--- src/rtl/uart_pkg.sv ---
// Shared UART definitions: bit-rate divider math, counter width and the
// receive state encoding, common to the receiver and the transmitter.
package uart_pkg;

  localparam int CNT_W        = 13;
  localparam int BAUD_DIV_MIN = 4;
  localparam int BAUD_DIV_MAX = (1 << CNT_W) - 1;

  typedef enum logic [2:0] {
    ST_IDLE      = 3'd0,
    ST_START     = 3'd1,
    ST_DATA      = 3'd2,
    ST_STOP      = 3'd3,
    ST_WAIT_HIGH = 3'd4
  } uart_state_t;

  // Clocks per serial bit, truncated.
  function automatic int calc_baud_div(input int clk_mhz, input int baud_rate);
    return (clk_mhz * 1000000) / baud_rate;
  endfunction

  // Offset from the start edge to the middle of the start bit.
  function automatic int calc_half_div(input int baud_div);
    return baud_div / 2;
  endfunction

endpackage

--- src/rtl/uart_sync2.sv ---
// Two-flop synchronizer for the asynchronous serial line; resets to the
// idle (high) level so a reset never looks like a start edge.
module uart_sync2 (
  input  logic clk,
  input  logic rst,
  input  logic d,
  output logic q
);

  logic meta;

  // Shift the raw line through two flops.
  always_ff @(posedge clk) begin
    if (rst) begin
      meta <= 1'b1;
      q    <= 1'b1;
    end else begin
      meta <= d;
      q    <= meta;
    end
  end

endmodule

--- src/rtl/uart_rx.sv ---
// UART receiver, 8N1, LSB first. Samples mid-bit using an up-counting baud
// counter restarted at each sample point; holds one byte for the consumer.
//
//  state        | meaning
//  -------------+-----------------------------------------------------
//  ST_IDLE      | line idle, waiting for rxs=0
//  ST_START     | confirm start bit at its midpoint (glitch filter)
//  ST_DATA      | sample 8 data bits, one per bit period
//  ST_STOP      | sample stop bit; deliver byte or flag framing error
//  ST_WAIT_HIGH | bad stop / break: wait for the line to return high
module uart_rx
  import uart_pkg::*;
#(
  parameter int BAUD_RATE   = 115200,
  parameter int CLK_VAL_MHZ = 50
) (
  input  logic       clk,
  input  logic       rst,
  input  logic       rx,
  output logic [7:0] rx_data,
  output logic       rx_valid,
  input  logic       rx_ack,
  output logic       frame_err,
  output logic       overrun
);

  localparam int BAUD_DIV = calc_baud_div(CLK_VAL_MHZ, BAUD_RATE);
  localparam int HALF_DIV = calc_half_div(BAUD_DIV);
  localparam logic [CNT_W-1:0] FULL_TC = CNT_W'(BAUD_DIV - 1);
  localparam logic [CNT_W-1:0] HALF_TC = CNT_W'(HALF_DIV - 1);

  if (BAUD_DIV < BAUD_DIV_MIN || BAUD_DIV > BAUD_DIV_MAX) begin : g_div_range
    $error("uart_rx: BAUD_DIV out of range 4..8191");
  end

  uart_state_t      state_q, state_d;
  logic             rxs;
  logic [CNT_W-1:0] cnt_q;
  logic [2:0]       bit_q;
  logic [7:0]       shift_q;
  logic             cnt_clr, shift_en, deliver, stop_bad;

  uart_sync2 u_sync (
    .clk (clk),
    .rst (rst),
    .d   (rx),
    .q   (rxs)
  );

  // State register.
  always_ff @(posedge clk) begin
    if (rst) state_q <= ST_IDLE;
    else     state_q <= state_d;
  end

  // Next-state logic and per-cycle strobes for the datapath.
  always_comb begin
    state_d  = state_q;
    cnt_clr  = 1'b0;
    shift_en = 1'b0;
    deliver  = 1'b0;
    stop_bad = 1'b0;
    case (state_q)
      ST_IDLE: begin
        if (!rxs) begin
          state_d = ST_START;
          cnt_clr = 1'b1;
        end
      end
      ST_START: begin
        if (cnt_q == HALF_TC) begin
          cnt_clr = 1'b1;
          state_d = rxs ? ST_IDLE : ST_DATA;
        end
      end
      ST_DATA: begin
        if (cnt_q == FULL_TC) begin
          cnt_clr  = 1'b1;
          shift_en = 1'b1;
          if (bit_q == 3'd7) state_d = ST_STOP;
        end
      end
      ST_STOP: begin
        if (cnt_q == FULL_TC) begin
          cnt_clr = 1'b1;
          if (rxs) begin
            deliver = 1'b1;
            state_d = ST_IDLE;
          end else begin
            stop_bad = 1'b1;
            state_d  = ST_WAIT_HIGH;
          end
        end
      end
      ST_WAIT_HIGH: begin
        if (rxs) state_d = ST_IDLE;
      end
      default: state_d = ST_IDLE;
    endcase
  end

  // Baud counter: runs only while a frame is in progress.
  always_ff @(posedge clk) begin
    if (rst)
      cnt_q <= '0;
    else if (cnt_clr || state_q == ST_IDLE || state_q == ST_WAIT_HIGH)
      cnt_q <= '0;
    else
      cnt_q <= cnt_q + 1'b1;
  end

  // Data shift register, LSB arrives first so shift right.
  always_ff @(posedge clk) begin
    if (rst) begin
      bit_q   <= '0;
      shift_q <= '0;
    end else if (state_q == ST_START) begin
      bit_q <= '0;
    end else if (shift_en) begin
      shift_q <= {rxs, shift_q[7:1]};
      bit_q   <= bit_q + 1'b1;
    end
  end

  // Output holding register with ack handshake and overrun/framing pulses.
  always_ff @(posedge clk) begin
    if (rst) begin
      rx_data   <= 8'h00;
      rx_valid  <= 1'b0;
      frame_err <= 1'b0;
      overrun   <= 1'b0;
    end else begin
      frame_err <= stop_bad;
      overrun   <= 1'b0;
      if (deliver) begin
        if (rx_valid && !rx_ack) begin
          overrun <= 1'b1;
        end else begin
          rx_data  <= shift_q;
          rx_valid <= 1'b1;
        end
      end else if (rx_ack) begin
        rx_valid <= 1'b0;
      end
    end
  end

endmodule

--- config.mk ---
export PLATFORM = sky130hd
export DESIGN_NAME = uart_rx
export DESIGN_NICKNAME = d
export VERILOG_FILES = /design/src/rtl/uart_pkg.sv /design/src/rtl/uart_sync2.sv /design/src/rtl/uart_rx.sv
export SDC_FILE = /design/constraint.sdc
export NUM_CORES = 1
export LEC_CHECK = 0
export ABC_AREA = 0
export ABC_CLOCK_PERIOD_IN_PS = 4000
export BUFFER_PORTS_ARGS = -buffer_cell sky130_fd_sc_hd__clkbuf_2
export CORE_MARGIN = 2
export CORE_UTILIZATION = 55
export DETAILED_ROUTE_END_ITERATION = 6
export PLACE_DENSITY = 0.74
export SLEW_MARGIN = 20
export SYNTH_ARGS = -nofsm -noshare
export SYNTH_HDL_FRONTEND = slang
export SYNTH_SLANG_ARGS = --single-unit
--- constraint.sdc ---
create_clock -name clk -period 4 [get_ports clk]
set_clock_uncertainty 0.15 [all_clocks]
set_input_delay 1.2 -clock clk [delete_from_list [all_inputs] [get_ports clk]]
set_output_delay 1.2 -clock clk [all_outputs]
set_load 0.05 [all_outputs]
==> out/qor.yml, run 1 <==
outcome:
  status: "finished, violations left"
  failed_checks: "DRC"
power:
  p_seq_share_pct: 59.9
  p_clk_share_pct: 38.0
  p_switching_mw: 0.1368
  p_comb_share_pct: 2.1
  p_sw_share_pct: 20.32
  p_leak_nw: 0.6524
  internal-power_mw: 0.5365
  power_density_nw_per_um2: 372.7
  ir_drop_mv: 0.2587
setup_path:
  critPathMaxStageDelay_ps: 820
  required_ps: 4080
  worst-path-buf-inv: 0
  critical_path.max_fanout: 12
  cp-end-kind: "register"
  r2r_end: "shift_q[0]"
  startpoint_type: "register"
  cp.arrival_ps: 2710
  cp_cell_sequence: "or4_4 -> nor4_4 -> nor4b_4 -> mux2i_1 -> nor2_1"
  criticalPathCategory: "register to register"
  r2r_cells: 5
  r2r-start: "cnt_q[2]"
  cp_top_family: "simple AND/OR/NAND/NOR gates"
  cpMaxStageDelayCell: "nor4b_4"
  r2r_slack_ps: 1380
placed_design:
  dp_worst_setup_slack_ps: 1342
  portBuffers: 14
  routabilityCongestion: 0.8556
  dpl.cell_count: 210
  dpl.hpwl_um: 1952
cts:
  post_cts_buffers: 0
  htree_num_levels: 2
  ctsLongestPathBuffers: 2
  cts_tree: "yes"
  worstSkewPairLatency_ps: 350
  cts_buffers: 5
  root_buffer: "clkbuf_4"
  clk_pin_slew_worst_paths_ps: 110
  cts_hold_buf: 0
  ctsResizeCount: 0
  clock_sinks: 40
timing:
  slew_headroom_pct: 38.17
  hold_ws_ps: 279.3
  fin_setup_tns_ps: 0
  drv_slew: 0
  clock.fmax_mhz: 381.0
  worst_slew_pin_slew_ps: 923.5
  post-route-period-util_pct: 65.61
  finalHoldViolations: 0
  rsz0062_at_grt: "no"
  layout_setup_ws_ps: 1376
  min_period_ps: 2624
  setup_viol_count_final: 0
layout:
  stdcell_count: 218
  syn_to_final_growth_pct: 9.726
  final_util_pct: 64.41
  diodes: 0
  finalNetCount: 195
  layout-drive-gt1-share_pct: 14.44
synth:
  synthMostInstantiatedCell: "dfxtp_1"
  ys_types: 29
  synth_edf_count: 0
  synth-seq-cells: 40
  ys_top_cells_by_area: "dfxtp_1 (49%), mux2i_1 (11%), nor2_1 (8.7%), xor2_1 (4.8%), ha_1 (3.8%)"
  synth_seq_area_share_pct: 48.63
  synth-warning-count: 0
  synthArstFlopShare_pct: 0
  synth_commonest_cells: "dfxtp_1 (40), nor2_1 (38), mux2i_1 (18), nand2_1 (9), xor2_1 (9)"
  synth_nets: 179
  yosys.area.top_type_share_pct: 48.63
  syn-instance-count: 170
  syn_area_per_cell_um2: 9.686
  syn_area_um2: 1647
  ys.flop_type: "dfxtp_1"
  yosys.area.top_type: "dfxtp_1"
route:
  wirelength_um: 2695
  drc_errors: 2
  num_vias: 1168
  viasPerCell: 5.358
  routedWlPerCell_um: 12.36
  ant_nets: 0
  drt_iter0_drc: 23
  drt_pass1_iterations: 6
die:
  coreArea_um2: 2805
  start_util_pct: 58.70
  fp-row-count: 19
  dieArea_um2: 3447
  die_height_um: 58.72
  fp.dieW_um: 58.72
  io_pins: 15
global_route:
  grt_usage_pct: 18.18
  grt_pass1_wl_um: 4574
  gr-total-overflow: 0
  grt_max_degree: 27
  antenna_found_initial: 0
  grt_pass1_vias: 1086
min_path:
  hp-start: "u_sync.meta"
  hold_class: "register to register"
  whs_endpoint: "u_sync.q"
  hold_depth: 1
run:
  cap_violations: 0
metal layers:
metal / part of all wire (%) / wire length (um) / track usage (%) / vias to the layer above
met1: 43 / 1166 / 17.69 / 536
met4: 3.0 / 81 / 13.31 / 0
met5: 0 / 0 / 0 / -
met2: 50 / 1351 / 30.82 / 17
li1: - / - / - / 607
met3: 3.5 / 95 / 7.473 / 8
cells by family (layout without fill, tap and decap cells):
kind of cell	count (synthesis)	in the layout	share of synthesized area, %
XOR/XNOR	12	12	6.384
multiplexers	18	18	10.94
buffers and inverters	10	27	2.887
flip-flops	40	40	48.63
adder cells (fa/ha/maj)	5	5	3.799
AND/OR/NAND/NOR	77	77	24.24
AO/OA/AOI/OAI	8	8	3.116
area by class of cell:
type,instances,area (um^2)
clock inverters,2,35.03
inverters,4,15.01
repair buffers,15,77.57
multi-input cells,120,798.3
fillers,250,998.5
well taps,31,38.79
flip-flops and latches,40,800.8
clock buffers,6,41.29
layout by cell type, fill, tap and decap left out, types with 2 or more instances in the layout:
master and count:
xor2_1 9, or2_2 2, dfxtp_1 40, clkbuf_4 5, clkbuf_2 14, nand4_1 2
and3_1 4, nand2_1 9, nor3_1 4, mux2i_1 18, nand2b_1 3, ha_1 5
inv_1 4, nand3_1 7, nor2_1 38, and4_1 2, xnor2_1 3, a21oi_1 4
worst max-delay path by stage:
| stage | start | to | slack, ps | cells after the start |
|---|---|---|---|---|
| floorplan | rx_ack | rx_data[0] | 1780 | 5 |
| global placement | cnt_q[2] | shift_q[7] | 1440 | 5 |
| detailed placement | cnt_q[2] | shift_q[2] | 1340 | 5 |
| CTS | cnt_q[2] | shift_q[0] | 1360 | 5 |
| global route | cnt_q[0] | shift_q[1] | 1160 | 6 |
| finish | cnt_q[2] | shift_q[0] | 1380 | 5 |
worst register-to-register path: stages (launching register included):
cell	delay, ps
dfxtp_1	360
or4_4	570
nor4_4	270
nor4b_4	830
mux2i_1	280
nor2_1	60
power groups by stage:
stage	clock network [mW]	registers, mW	logic [mW]
after floorplan	0	0.412	0.0110
after CTS	0.267	0.403	0.0144
after detailed placement	0	0.412	0.0143
after global routing	0.280	0.404	0.0161
after global placement	0	0.412	0.0139
final	0.256	0.403	0.0140
per-stage QoR:
step	power, mW	area [um^2]
2_1_floorplan	0.4225	1647
5_1_grt	0.7003	1807
3_3_place_gp	0.4259	1730
6_report	0.6733	1807
3_5_place_dp	0.4266	1730
4_1_cts	0.6845	1807
registers in the layout (all words and copies together), names as in the netlist:
signal	flops
bit_q	3
cnt_q	13
frame_err	1
overrun	1
rx_data	8
rx_valid	1
shift_q	8
state_q	3
u_sync.meta	1
u_sync.q	1
Power figures use the tool's default switching activity.
==> inputs of run 2 (changes only) <==
- ABC_CLOCK_PERIOD_IN_PS: 4000 -> 2200
- CORE_UTILIZATION: 55 -> 51
- PLACE_DENSITY: 0.74 -> 0.72
- clock period: 4 -> 2.2 ns (I/O delays scaled with it)
==> out/qor.yml, run 2 (synthesized netlist as in run 1, its figures left out) <==
timing:
  post-route-period-util_pct: 95.07  # +29 points
  setup_viol_count_final: 0  # unchanged
  finalHoldViolations: 0  # unchanged
  worst_slew_pin_slew_ps: 291.6  # -631.9 ps
  fin_setup_tns_ps: 0  # unchanged
  min_period_ps: 2091  # -532.9 ps
  rsz0062_at_grt: "no"
  hold_ws_ps: 274.3  # -4.997 ps
  clock.fmax_mhz: 478.1  # +25%
  drv_slew: 0  # unchanged
  layout_setup_ws_ps: 108.5  # -1267 ps
  slew_headroom_pct: 80.31  # +42 points
route:
  routedWlPerCell_um: 12.34  # -0.20%
  drt_pass1_iterations: 4  # -2
  wirelength_um: 2924  # +8.5%
  drc_errors: 0  # -2
  drt_iter0_drc: 36  # +57%
  ant_nets: 0  # unchanged
  num_vias: 1227  # +5.1%
  viasPerCell: 5.177  # -3.4%
layout:
  largest_reg_flops: 13  # unchanged
  final_cell_area_um2: 1884  # +4.3%
  top_regs: "cnt_q: 13 flops, rx_data: 8 flops, shift_q: 8 flops"
  finalNetCount: 204  # +4.6%
  diodes: 0  # unchanged
  layout_commonest_cell: "dfxtp_1"
  syn_to_final_growth_pct: 14.44
  mostFrequentLayoutCells: "dfxtp_1 (39), nor2_1 (38), mux2i_1 (18), clkbuf_2 (14)"
  largest_register: "cnt_q"
  layout-drive-gt1-share_pct: 18.65  # +4.2 points
outcome:
  status: "finished clean"
cts:
  root_buffer: "clkbuf_4"
  htree_num_levels: 2  # unchanged
  ctsLongestPathBuffers: 2  # unchanged
  cts_hold_buf: 0  # unchanged
  clock_sinks: 40  # unchanged
  cts_tree: "yes"
  worstSkewPairLatency_ps: 330  # -20 ps
  cts_buffers: 5  # unchanged
  clk_pin_slew_worst_paths_ps: 100  # about the same
die:
  fp.dieW_um: 60.82  # +3.6%
  coreArea_um2: 3053  # +8.8%
  start_util_pct: 53.93  # -4.8 points
  dieArea_um2: 3699  # +7.3%
  fp-row-count: 20  # +1
  io_pins: 15  # unchanged
  die_height_um: 60.82  # +3.6%
setup_path:
  r2r_cells: 6  # +1
  worst-path-buf-inv: 1  # +1
  cpMaxStageDelayCell: "or4_4"
  cp.arrival_ps: 2180  # -530 ps
  critical_path.max_fanout: 12  # unchanged
  startpoint_type: "register"
  cp_top_family: "simple AND/OR/NAND/NOR gates"
  critPathMaxStageDelay_ps: 560  # -260 ps
  r2r_end: "bit_q[1]"
  cp_cell_sequence: "or4_4 -> nor4_4 -> nor4b_4 -> buf_12 -> mux2i_1 -> nor2_1"
  required_ps: 2290  # -1790 ps
  cp-end-kind: "register"
  r2r_slack_ps: 110  # -1270 ps
  criticalPathCategory: "register to register"
  r2r-start: "cnt_q[9]"
power:
  p_clk_share_pct: 29.0  # -9.0 points
  p_leak_nw: 0.6874  # +5.4%
  p_seq_share_pct: 68.2  # +8.3 points
  p_comb_share_pct: 2.8  # +0.7 points
  p_switching_mw: 0.2274  # +66%
  ir_drop_mv: 0.3338  # +29%
  power_density_nw_per_um2: 569.7  # +53%
  p_sw_share_pct: 21.18  # +0.86 points
  internal-power_mw: 0.8461  # +58%
global_route:
  grt_pass1_vias: 1130  # +4.1%
  gr-total-overflow: 0  # unchanged
  grt_usage_pct: 17.98  # -0.20 points
  antenna_found_initial: 0  # unchanged
  grt_pass1_wl_um: 4850  # +6.0%
  grt_max_degree: 23  # -15%
placed_design:
  dp_worst_setup_slack_ps: 107.3  # -1235 ps
  routabilityCongestion: 0.9015  # +5.4%
  place_area_um2: 1839  # +6.3%
  dpl.hpwl_um: 2148  # +10%
  portBuffers: 14  # unchanged
min_path:
  hold_class: "register to register"
  hp-start: "u_sync.meta"
  hold_depth: 1  # unchanged
  whs_endpoint: "u_sync.q"
run:
  cap_violations: 0  # unchanged
[run 2: changes by cell type in the layout (fill, tap and decap cells not counted)]
cell       delta
buf_4         +7
buf_12        +2
clkinv_2      -1
nor4b_2       +1
nor4b_1       -1
bufinv_16     -1
dfxtp_2       +1
clkbuf_1      -1
dfxtp_1       -1
[run 2: stage by stage]
step | power [mW] | utilization [%] | cells
finish | 1.073 | 61.72 | 237
global route | 1.118 | 61.72 | 237
CTS | 1.084 | 61.48 | 237
detailed placement | 0.7787 | 60.25 | 232
global placement | 0.7773 | 60.25 | 232
floorplan | 0.7682 | - | 170
[run 2: worst max-delay path by stage]
stage	cells after the start	startpoint	to
final	6	cnt_q[9]	bit_q[1]
after global routing	8	cnt_q[1]	bit_q[1]
after detailed placement	6	cnt_q[9]	bit_q[1]
after CTS	6	cnt_q[9]	bit_q[1]
after floorplan	6	cnt_q[2]	shift_q[3]
after global placement	6	cnt_q[9]	shift_q[4]
[run 2: area by class of cell]
class                   instances  area (um^2)
flip-flops and latches         40        802.0
well taps                      44        55.05
multi-input cells             120        804.5
fillers                       277         1169
repair buffers                 24        170.2
clock buffers                   5        37.54
inverters                       4        15.01
[run 2: power groups by stage]
stage          Clock (mW)  Combinational (mW)  Sequential, mW
2_1_floorplan           0              0.0199           0.748
3_3_place_gp            0              0.0285           0.749
3_5_place_dp            0              0.0298           0.749
4_1_cts             0.322              0.0300           0.732
5_1_grt             0.351              0.0336           0.733
6_report            0.311              0.0299           0.732
[run 2: timing repair]
item | CTS | global route
resized for setup | 0 | 2
setup endpoints to repair | 0 | 15
buffers inserted | 0 | 0
[run 2: worst reg2reg max path, cell delays in order (launching register included)]
cell and delay (ps):
dfxtp_1 350, or4_4 560, nor4_4 210, nor4b_4 300, buf_12 190, mux2i_1 200
nor2_1 60
[run 2: metal layers]
layer	track usage, %	part of all wire [%]	wire length [um]
met3	5.970	3.9	115
met5	0	0	0
met4	7.764	1.1	32
met1	24.04	50	1470
met2	26.57	45	1305
==> inputs of run 3 (changes only) <==
- CORE_ASPECT_RATIO: unset -> 1.25
- CORE_UTILIZATION: 51 -> 30
- PLACE_DENSITY: 0.72 -> 0.47
==> out/qor.yml, run 3 (synthesized netlist as in run 1, its figures left out) <==
outcome:
  status: "finished clean"
setup_path:
  criticalPathCategory: "register to register"
  critical_path.max_fanout: 12  # unchanged
  r2r_slack_ps: 110  # about the same
  required_ps: 2240  # -50 ps
  r2r-start: "cnt_q[9]"
  cp-end-kind: "register"
  r2r_end: "bit_q[1]"
  cp.arrival_ps: 2130  # -50 ps
  r2r_cells: 6  # unchanged
  startpoint_type: "register"
power:
  power_density_nw_per_um2: 717.8  # +26%
  ir_drop_mv: 0.3577  # +7.1%
  p_leak_nw: 0.7451  # +8.4%
  power.total_mw: 1.452  # +35%
layout:
  layout-drive-gt1-share_pct: 20.20  # +1.5 points
  top_regs: "cnt_q: 13 flops, rx_data: 8 flops, shift_q: 8 flops"
  diodes: 0  # unchanged
  largest_reg_flops: 13  # unchanged
  syn_to_final_growth_pct: 22.87
  finalNetCount: 207  # +1.5%
  mostFrequentLayoutCells: "dfxtp_1 (40), nor2_1 (38), mux2i_1 (18), clkbuf_2 (14), buf_4 (11)"
  final_util_pct: 37.69  # -24 points
  nFillCells: 557  # +100%
  largest_register: "cnt_q"
  final_cell_area_um2: 2023  # +7.4%
  layout_commonest_cell: "dfxtp_1"
die:
  start_util_pct: 30.68  # -23 points
  fp-row-count: 30  # +50%
  fp.dieW_um: 70.27  # +16%
  die_height_um: 86.83  # +43%
  io_pins: 15  # unchanged
  coreArea_um2: 5368  # +76%
  dieArea_um2: 6101  # +65%
timing:
  min_period_ps: 2087  # -4.513 ps
  drv_slew: 0  # unchanged
  clock.fmax_mhz: 479.2  # +0.22%
  worst_slew_pin_slew_ps: 314.7  # +23.14 ps
  finalHoldViolations: 0  # unchanged
  post-route-period-util_pct: 94.86  # -0.21 points
  setup_viol_count_final: 0  # unchanged
  slew_headroom_pct: 78.99  # -1.3 points
global_route:
  antenna_found_initial: 0  # unchanged
  grt_usage_pct: 11.41  # -6.6 points
  grt_pass1_wl_um: 5506  # +14%
  grt_pass1_vias: 1227  # +8.6%
  gr-total-overflow: 0  # unchanged
  grt_max_degree: 21  # -8.7%
placed_design:
  routabilityCongestion: 0.7728  # -14%
  place_area_um2: 1879  # +2.2%
  dpl.hpwl_um: 2289  # +6.6%
  portBuffers: 14  # unchanged
cts:
  cts_tree: "yes"
  ctsLongestPathBuffers: 2  # unchanged
  cts_hold_buf: 0  # unchanged
  clock_sinks: 40  # unchanged
  clk_pin_slew_worst_paths_ps: 80  # -20 ps
  htree_num_levels: 2  # unchanged
  cts_buffers: 5  # unchanged
  worstSkewPairLatency_ps: 290  # -40 ps
  root_buffer: "clkbuf_8"
route:
  drt_iter0_drc: 49  # +36%
  viasPerCell: 4.622  # -11%
  drc_errors: 0  # unchanged
  ant_nets: 0  # unchanged
  drt_pass1_iterations: 4  # unchanged
  routedWlPerCell_um: 11.58  # -6.1%
  wirelength_um: 3034  # +3.8%
  num_vias: 1211  # -1.3%
min_path:
  hold_class: "register to register"
  hp-start: "u_sync.meta"
  hold_depth: 1  # unchanged
  whs_endpoint: "u_sync.q"
run:
  cap_violations: 0  # unchanged
run 3: cell types whose count changed in the layout (fill, tap and decap cells not counted), sizes merged:
| cell | before | now |
|---|---|---|
| bufinv | 0 | 2 |
| buf | 10 | 13 |
run 3: routing by layer:
layer  track usage (%)  vias up  routed length (um)  share of wire [%]
met3             3.488        5                  97                3.2
met1             12.61      561                1313                 43
li1                  -      630                   -                  -
met2             20.24       15                1565                 52
met4             4.720        0                  57                1.9
met5                 0        -                   0                  0
run 3: how the worst max path moves through the flow:
| stage | startpoint | to | slack [ps] | cells past startpoint |
|---|---|---|---|---|
| after floorplan | cnt_q[2] | shift_q[3] | 50 | 6 |
| after global placement | cnt_q[9] | shift_q[6] | 160 | 6 |
| after detailed placement | cnt_q[9] | shift_q[0] | 110 | 6 |
| after CTS | cnt_q[9] | bit_q[1] | 80 | 6 |
| after global routing | cnt_q[1] | shift_q[1] | -10 | 8 |
| final | cnt_q[9] | bit_q[1] | 110 | 6 |
run 3: report_power, final:
group / leakage [nW] / internal (mW) / switching, mW / total (mW)
sequential: 0.323 / 0.727 / 0.00477 / 0.732
combinational: 0.358 / 0.0120 / 0.0175 / 0.0295
clock: 0.0642 / 0.446 / 0.244 / 0.691
run 3: per-stage QoR:
stage / TNS (ps) / hold WS (ps) / setup slack [ps] / instances
after CTS: 0 / 253.4 / 78.95 / 261
after detailed placement: 0 / 243.2 / 110.5 / 254
final: 0 / 253.1 / 113.0 / 262
after global routing: -19.37 / 261.6 / -13.49 / 262
after floorplan: 0 / 239.5 / 54.85 / 170
after global placement: 0 / 242.5 / 155.0 / 254
run 3: layout make-up:
type	count	area (um^2)	share of cell area [%]
multi-input cells	120	805.8	39.83
clock inverters	2	60.06	2.968
well taps	64	80.08	3.958
flip-flops and latches	40	800.8	39.58
clock buffers	5	68.82	3.401
inverters	4	15.01	0.7421
repair buffers	27	192.7	9.524
run 3: repair_timing:
action,CTS,global route
setup buffers,0,1
endpoints found under the setup margin,0,4
gates resized for setup,0,1
run 3: worst max-delay path, stage by stage, from the launching register on:
cell     delay [ps]
dfxtp_1         340
or4_4           560
nor4_4          190
nor4b_4         290
buf_12          190
mux2i_1         200
nor2_1           50
